==> src/rtl/serial_to_parallel.sv <==
// rtl/serial_to_parallel.sv - framed serial-to-byte receiver with valid/ready holding register.
// Define PARITY_EN to receive and check an even-parity bit between the data bits and the stop bit.
module serial_to_parallel #(
  parameter int CLKS_PER_BIT = 4,
  parameter int DATA_BITS    = 8
) (
  input  logic       clk,
  input  logic       rst,
  input  logic       data_in,
  output logic [7:0] data_out,
  output logic       valid,
  input  logic       ready,
  output logic       busy,
  output logic       frame_err,
  output logic       overrun
);

  localparam int CNT_W = $clog2(CLKS_PER_BIT);
  localparam logic [CNT_W-1:0] HALF     = CNT_W'(CLKS_PER_BIT / 2 - 1);
  localparam logic [CNT_W-1:0] LAST     = CNT_W'(CLKS_PER_BIT - 1);
  localparam logic [3:0]       LAST_BIT = 4'(DATA_BITS - 1);

`ifdef PARITY_EN
  typedef enum logic [2:0] {IDLE, START, DATA, PARITY, STOP} state_t;
`else
  typedef enum logic [2:0] {IDLE, START, DATA, STOP} state_t;
`endif

  state_t           state, state_d;
  logic [CNT_W-1:0] cnt, cnt_d;
  logic [3:0]       bitn, bitn_d;
  logic [7:0]       shift, shift_d;
  logic [7:0]       data_d;
  logic             valid_d, err_d, ovr_d;
  logic             good_stop;

`ifdef PARITY_EN
  logic par_err, par_d;
  assign good_stop = ~data_in & ~par_err;
`else
  assign good_stop = ~data_in;
`endif

  always_ff @(posedge clk) begin
    if (!rst) begin
      state     <= IDLE;
      cnt       <= '0;
      bitn      <= '0;
      shift     <= '0;
      data_out  <= '0;
      valid     <= 1'b0;
      frame_err <= 1'b0;
      overrun   <= 1'b0;
`ifdef PARITY_EN
      par_err   <= 1'b0;
`endif
    end else begin
      state     <= state_d;
      cnt       <= cnt_d;
      bitn      <= bitn_d;
      shift     <= shift_d;
      data_out  <= data_d;
      valid     <= valid_d;
      frame_err <= err_d;
      overrun   <= ovr_d;
`ifdef PARITY_EN
      par_err   <= par_d;
`endif
    end
  end

  always_comb begin
    state_d = state;
    cnt_d   = cnt;
    bitn_d  = bitn;
    shift_d = shift;
    data_d  = data_out;
    valid_d = valid & ~ready;
    err_d   = 1'b0;
    ovr_d   = overrun;
`ifdef PARITY_EN
    par_d   = par_err;
`endif
    case (state)
      IDLE: begin
        if (data_in) begin
          state_d = START;
          cnt_d   = '0;
        end
      end
      START: begin
        // A start bit that has gone low by mid-bit is a glitch, not a frame.
        if (cnt == HALF) begin
          cnt_d   = '0;
          bitn_d  = '0;
          state_d = data_in ? DATA : IDLE;
        end else begin
          cnt_d = cnt + 1'b1;
        end
      end
      DATA: begin
        if (cnt == LAST) begin
          shift_d = {shift[6:0], data_in};
          bitn_d  = bitn + 4'd1;
          cnt_d   = '0;
          if (bitn == LAST_BIT) begin
`ifdef PARITY_EN
            state_d = PARITY;
`else
            state_d = STOP;
`endif
          end
        end else begin
          cnt_d = cnt + 1'b1;
        end
      end
`ifdef PARITY_EN
      PARITY: begin
        if (cnt == LAST) begin
          par_d   = ^{shift, data_in};
          cnt_d   = '0;
          state_d = STOP;
        end else begin
          cnt_d = cnt + 1'b1;
        end
      end
`endif
      STOP: begin
        // Leaving at the mid-stop sample lets a following start bit be caught from IDLE.
        if (cnt == LAST) begin
          cnt_d   = '0;
          state_d = IDLE;
          if (good_stop) begin
            if (!valid || ready) begin
              data_d  = shift;
              valid_d = 1'b1;
            end else begin
              ovr_d = 1'b1;
            end
          end else begin
            err_d = 1'b1;
          end
        end else begin
          cnt_d = cnt + 1'b1;
        end
      end
      default: state_d = IDLE;
    endcase
  end

  assign busy = (state != IDLE);

endmodule

==> config.mk <==
export PLATFORM = sky130hd
export DESIGN_NAME = serial_to_parallel
export DESIGN_NICKNAME = d
export VERILOG_FILES = /design/src/rtl/serial_to_parallel.sv
export SDC_FILE = /design/constraint.sdc
export NUM_CORES = 1
export LEC_CHECK = 0
export ABC_AREA = 1
export CAP_MARGIN = 15
export CORE_MARGIN = 3
export CORE_UTILIZATION = 47
export CTS_CLUSTER_DIAMETER = 150
export DETAILED_ROUTE_END_ITERATION = 8
export PLACE_DENSITY = 0.72
export REMOVE_ABC_BUFFERS = 1
export SYNTH_ARGS = -nofsm -noshare
export SYNTH_HDL_FRONTEND = slang
export SYNTH_SLANG_ARGS = --single-unit
==> constraint.sdc <==
create_clock -name clk -period 1.3 [get_ports clk]
set_input_delay 0.325 -clock clk [delete_from_list [all_inputs] [get_ports clk]]
set_output_delay 0.325 -clock clk [all_outputs]
set_load 0.005 [all_outputs]
# == Yosys cells after proc, flatten, opt, wreduce, memory -nomap -nowiden ==
# Index checks and enable logic that the tools add are counted.
# totals
word_cells,58
output_inout_bits,12
in_bits,4
regBits,28
# op_classes
n_addsub,2
n_bitwise,4
reduce_logical,14
n_eq_ne,11
n_mux,19
# ops
operator,count
$mux 3,5
$pmux 3 s4,1
$ne 2x2->1 const B,5
$mux 2,4
$mux 4,2
$pmux 4 s2,1
$reduce_and 4->1,2
$eq 3x2->1 const B,2
$pmux 2 s3,1
$reduce_and 3->1,2
$reduce_bool 3->1,2
$mux 1,5
$reduce_and 5->1,1
$add 4x1->4 const B,1
$eq 4x3->1 const B,1
$reduce_and 2->1,2
$eq 3x1->1 const B,1
$logic_not 3->1,1
$not 1->1,3
$add 2x1->2 const B,1
$eq 2x1->1 const B,1
$eq 2x2->1 const B,1
$reduce_bool 2->1,1
$reduce_or 2->1,1
other kinds (3),3

# == Longest topological paths before layout ==
# depth
depth_word,6
depth_mapped,8
mapped_depth_nobuf,8

# == Worst setup path before layout ==
# No wires, ideal clock.
# synth_path
kind,reg2reg
start,register cnt[0]
end,register data_out[0]
t_required_ns,1.184
setup_time_ns,0.116
setup_slack_ns,0.073
stages_incl_launch_ff,7
arrival_time_ns,1.111
cell_sequence,dfxtp_1 -> ha_1 -> nand4_1 -> inv_1 -> nand2_2 -> nor2_1 -> nor2_1
# synth_via
elab_chain_len,2
# synth_rtl
item,line_no,text
start: declaration,30,"logic [CNT_W-1:0] cnt, cnt_d;"
start signal: assignment,59,cnt <= cnt_d;
$eq 2x2->1,130,if (cnt == LAST) begin
$reduce_and 4->1 (no source line),-,
end signal: assignment,62,data_out <= data_d;
end: declaration,10,"output logic [7:0] data_out,"
# No other way between the ends.
# A chain may end at the register's enable or synchronous reset.

# == Worst setup path after layout ==
# layout_path
start,register cnt[1]
end,register data_out[1]
# The elaborated chain is that of the path after synthesis.

==> impl_summary.txt <==
----------------------------------------------------
[Outcome]
  Status ... finished, final reports clean

[Cells and area]
  Filler cell count in the final layout ... 203
  ANT cells ... 0
  Final-stage net count ... 204
  Area of all placed cells without fillers ... 1600 um2
  Layout cells sized above 1 ... 0.304
  Area added between synthesis and finish ... 35.2%
  Core utilization of the finished layout ... 0.695

[Clocking]
  Clock slew seen by the registers of the worst setup and hold paths ... 0.15 ns
  Deepest level of the CTS H-tree ... 1
  Buffer cell driving the clock tree root ... clkbuf_4
  Worst-skew pair later-pin latency ... 0.34 ns
  Number of buffers added by the clock tree synthesis step ... 3
  Clock Tree Buf Depth ... 2
  Hold bufs inserted after CTS ... 0
  Clock tree from TritonCTS ... done
  Num Clock Sinks ... 27

[Routing]
  Post-route DRC violation count ... 0
  Count of TritonRoute iterations in the first routing pass ... 5
  Number of antenna-violating nets in the routed design ... 0
  Via density per instance ... 5.21
  Number of DRC violations after detailed-routing iteration 0 ... 38
  Met2 wire length ... 1460 um
  Detailed-routed wire length on met3 ... 80 um
  Wire per inst ... 12.5 um
  Uppermost metal layer occupied by signal nets ... met4
  Total number of vias ... 1156
  WL met1 ... 1200 um
  Final WL ... 2770 um

[Global route]
  Global-route wire length before repair ... 4660 um
  Initial antenna violation count ... 0
  Global route overflow ... 0
  Overall Global Routing Usage ... 0.185
  Vias in the first global route ... 1101
  Pin count of the biggest net entering global routing ... 16

[Floorplan]
  Placeable core area ... 2300 um2
  Y dimension of the die ... 56.1 um
  Core Rows ... 17
  Die area ... 3150 um2
  Effective utilization at floorplan ... 0.514
  Horizontal die dimension ... 56.1 um
  Total I/O pin count ... 16

[Synth]
  Synth warnings ... 0
  Post-synthesis cell count ... 158
  Netlist area before placement ... 1180 um2
  Average cell area after synthesis ... 7.48 um2
  Ranking of synthesized cells by area ... dfxtp_1, nor2_1, nand2_1
  Register area share after synthesis ... 0.458
  Number of enable-type register cells in the synthesized netlist ... 0
  Most common library cells after synthesis ... nor2_1, dfxtp_1, nand2_1, nand3_1, a21oi_1
  Most common cell in the synthesized netlist ... nor2_1
  Area share of the largest cell type after synthesis ... 0.458
  #FFs+latches synth ... 27
  Post-synthesis cell type count ... 22
  Largest area contributor in the netlist ... dfxtp_1
  Async S/R FF share, synth ... 0
  Ys flop type ... dfxtp_1

[Critical path]
  CP max FO ... 8
  Worst Path Class, Setup ... reg2reg
  Ordered cell list for the critical path ... ha_4 > nand4_1 > buf_4 > nor2_4 > o21ai_0 > nor2_1
  Launching point of the worst reg2reg path ... cnt[1]$_SDFFE_PN0P_
  WP buf/inv ... 1
  Internal reg-to-reg setup slack ... 0.03 ns
  Count of cells along the worst register-to-register path ... 6
  Standard cell with the maximum stage delay on the critical path ... dfxtp_2
  R2r endpoint ... data_out[1]$_SDFFE_PN0P_
  Crit path DAT ... 1.55 ns
  CP required ... 1.57 ns
  Worst path top cell family by delay ... simple AND/OR/NAND/NOR gates
  Delay of the slowest cell on the worst path ... 0.38 ns
  Endpoint kind of the worst setup timing path ... register
  Critical path launch point type ... register

[Place]
  Placed Area ... 1460 um2
  Input/output buffers ... 15
  RD Place Congestion ... 0.828
  Post-DP HPWL ... 1970 um

[STA]
  Crit share post-route ... 0.980
  Total of endpoints with negative setup slack in the final report ... 0
  Max Clk Rate ... 785 MHz
  Setup repair after global routing missed its margin ... true
  Final Hold Viols ... 0
  Worst hold slack across all endpoints ... 0.479 ns
  Final worst clock skew ... 0.0148 ns
  Max Slew Vio Count ... 0
  Minimum clock period ... 1.27 ns
  Slew HR ... 0.780
  Slew @ Worst Pin ... 0.329 ns

[Worst hold path]
  Destination of the worst hold path ... shift[7]$_SDFFE_PN0P_
  Beginning of the worst hold path ... shift[7]$_SDFFE_PN0P_
  Hold Crit Depth ... 2
  Hold Path Class ... reg2reg

[Power]
  Static leakage ... 0.711 nW
  P per Cell Area ... 1260 nW/um2
  Peak ir drop on the vdd network ... 0.952 mV

[Run]
  Number of max-cap violations ... 0

----------------------------------------------------
[worst min-delay path, cell delays in order, from the launching register on]
cell and delay [ns]:
dfxtp_1 0.35, nand2_1 0.06, a21oi_1 0.05
[placed cells by master, fill, tap and decap left out, types with 3 or more instances in the layout]
cell	n
nor2_1	29
nand2_1	22
buf_4	19
nand3_1	15
a21oi_1	14
dfxtp_2	14
dfxtp_1	13
inv_1	11
dlygate4sd2_1	7
o21ai_0	6
nand2_2	5
inv_2	4
o21ai_1	4
clkdlybuf4s15_1	4
nor2_4	3
ha_4	3
clkbuf_4	3
clkdlybuf4s50_1	3
[kinds of logic after synthesis]
| group | Yosys count | synth area share |
|---|---|---|
| AND/OR/NAND/NOR | 79 | 0.294 |
| AO/OA/AOI/OAI | 28 | 0.126 |
| flip-flops | 27 | 0.458 |
| adder cells (fa/ha/maj) | 5 | 0.0530 |
| buffers and inverters | 19 | 0.0688 |
[per-layer routing]
| metal | up-vias | global-route usage |
|---|---|---|
| li1 | 582 | - |
| met1 | 548 | 0.223 |
| met2 | 22 | 0.321 |
| met3 | 4 | 0.0209 |
| met4 | 0 | 0.0915 |
| met5 | - | 0 |
[flip-flops by register name (all words and copies together), names as in the netlist]
name / flops
overrun: 1
bitn: 4
valid: 1
shift: 8
frame_err: 1
state: 2
cnt: 2
data_out: 8
[per-stage QoR]
step / worst slack (ns) / instances / power, mW / setup TNS (ns)
6_report: 0.0264 / 222 / 2.01 / 0
3_5_place_dp: -0.267 / 213 / 1.51 / -3.48
5_1_grt: -0.0594 / 222 / 2.14 / -0.108
3_3_place_gp: -0.256 / 213 / 1.49 / -3.10
4_1_cts: -0.0765 / 218 / 1.88 / -0.0765
2_1_floorplan: 0.0283 / 154 / 1.26 / 0
[final cells by class]
class / count / area [um2] / area share
well taps: 28 / 35.0 / 0.0219
clock inverters: 1 / 5.00 / 0.00313
multi-input cells: 112 / 618 / 0.387
flip-flops and latches: 27 / 558 / 0.350
inverters: 15 / 56.3 / 0.0353
repair buffers: 36 / 302 / 0.189
clock buffers: 3 / 22.5 / 0.0141
[power breakdown]
group	internal, mW	switching (mW)
logic	0.311	0.399
clock network	0.116	0.260
registers	0.882	0.0455
total	1.31	0.705
[worst max-delay path by stage]
stage / from / endpoint / slack [ns] / cells after the start
floorplan: state[1]$_SDFFE_PN0P_ / shift[0]$_SDFFE_PN0P_ / 0.03 / 5
global placement: ready / valid$_SDFF_PN0_ / -0.26 / 5
detailed placement: data_in / data_out[1]$_SDFFE_PN0P_ / -0.27 / 7
CTS: state[0]$_SDFFE_PN0P_ / busy / -0.08 / 3
global route: cnt[0]$_SDFFE_PN0P_ / cnt[1]$_SDFFE_PN0P_ / -0.06 / 6
finish: cnt[1]$_SDFFE_PN0P_ / data_out[1]$_SDFFE_PN0P_ / 0.03 / 6
[what timing repair did]
| item | 4_1_cts | 5_1_grt |
|---|---|---|
| gates cloned | 0 | 0 |
| setup buffers | 1 | 4 |
| pin swaps | 2 | 5 |
| setup endpoints to repair | 14 | 28 |
| gates resized for setup | 26 | 27 |
(Power assumes the default switching activity.)
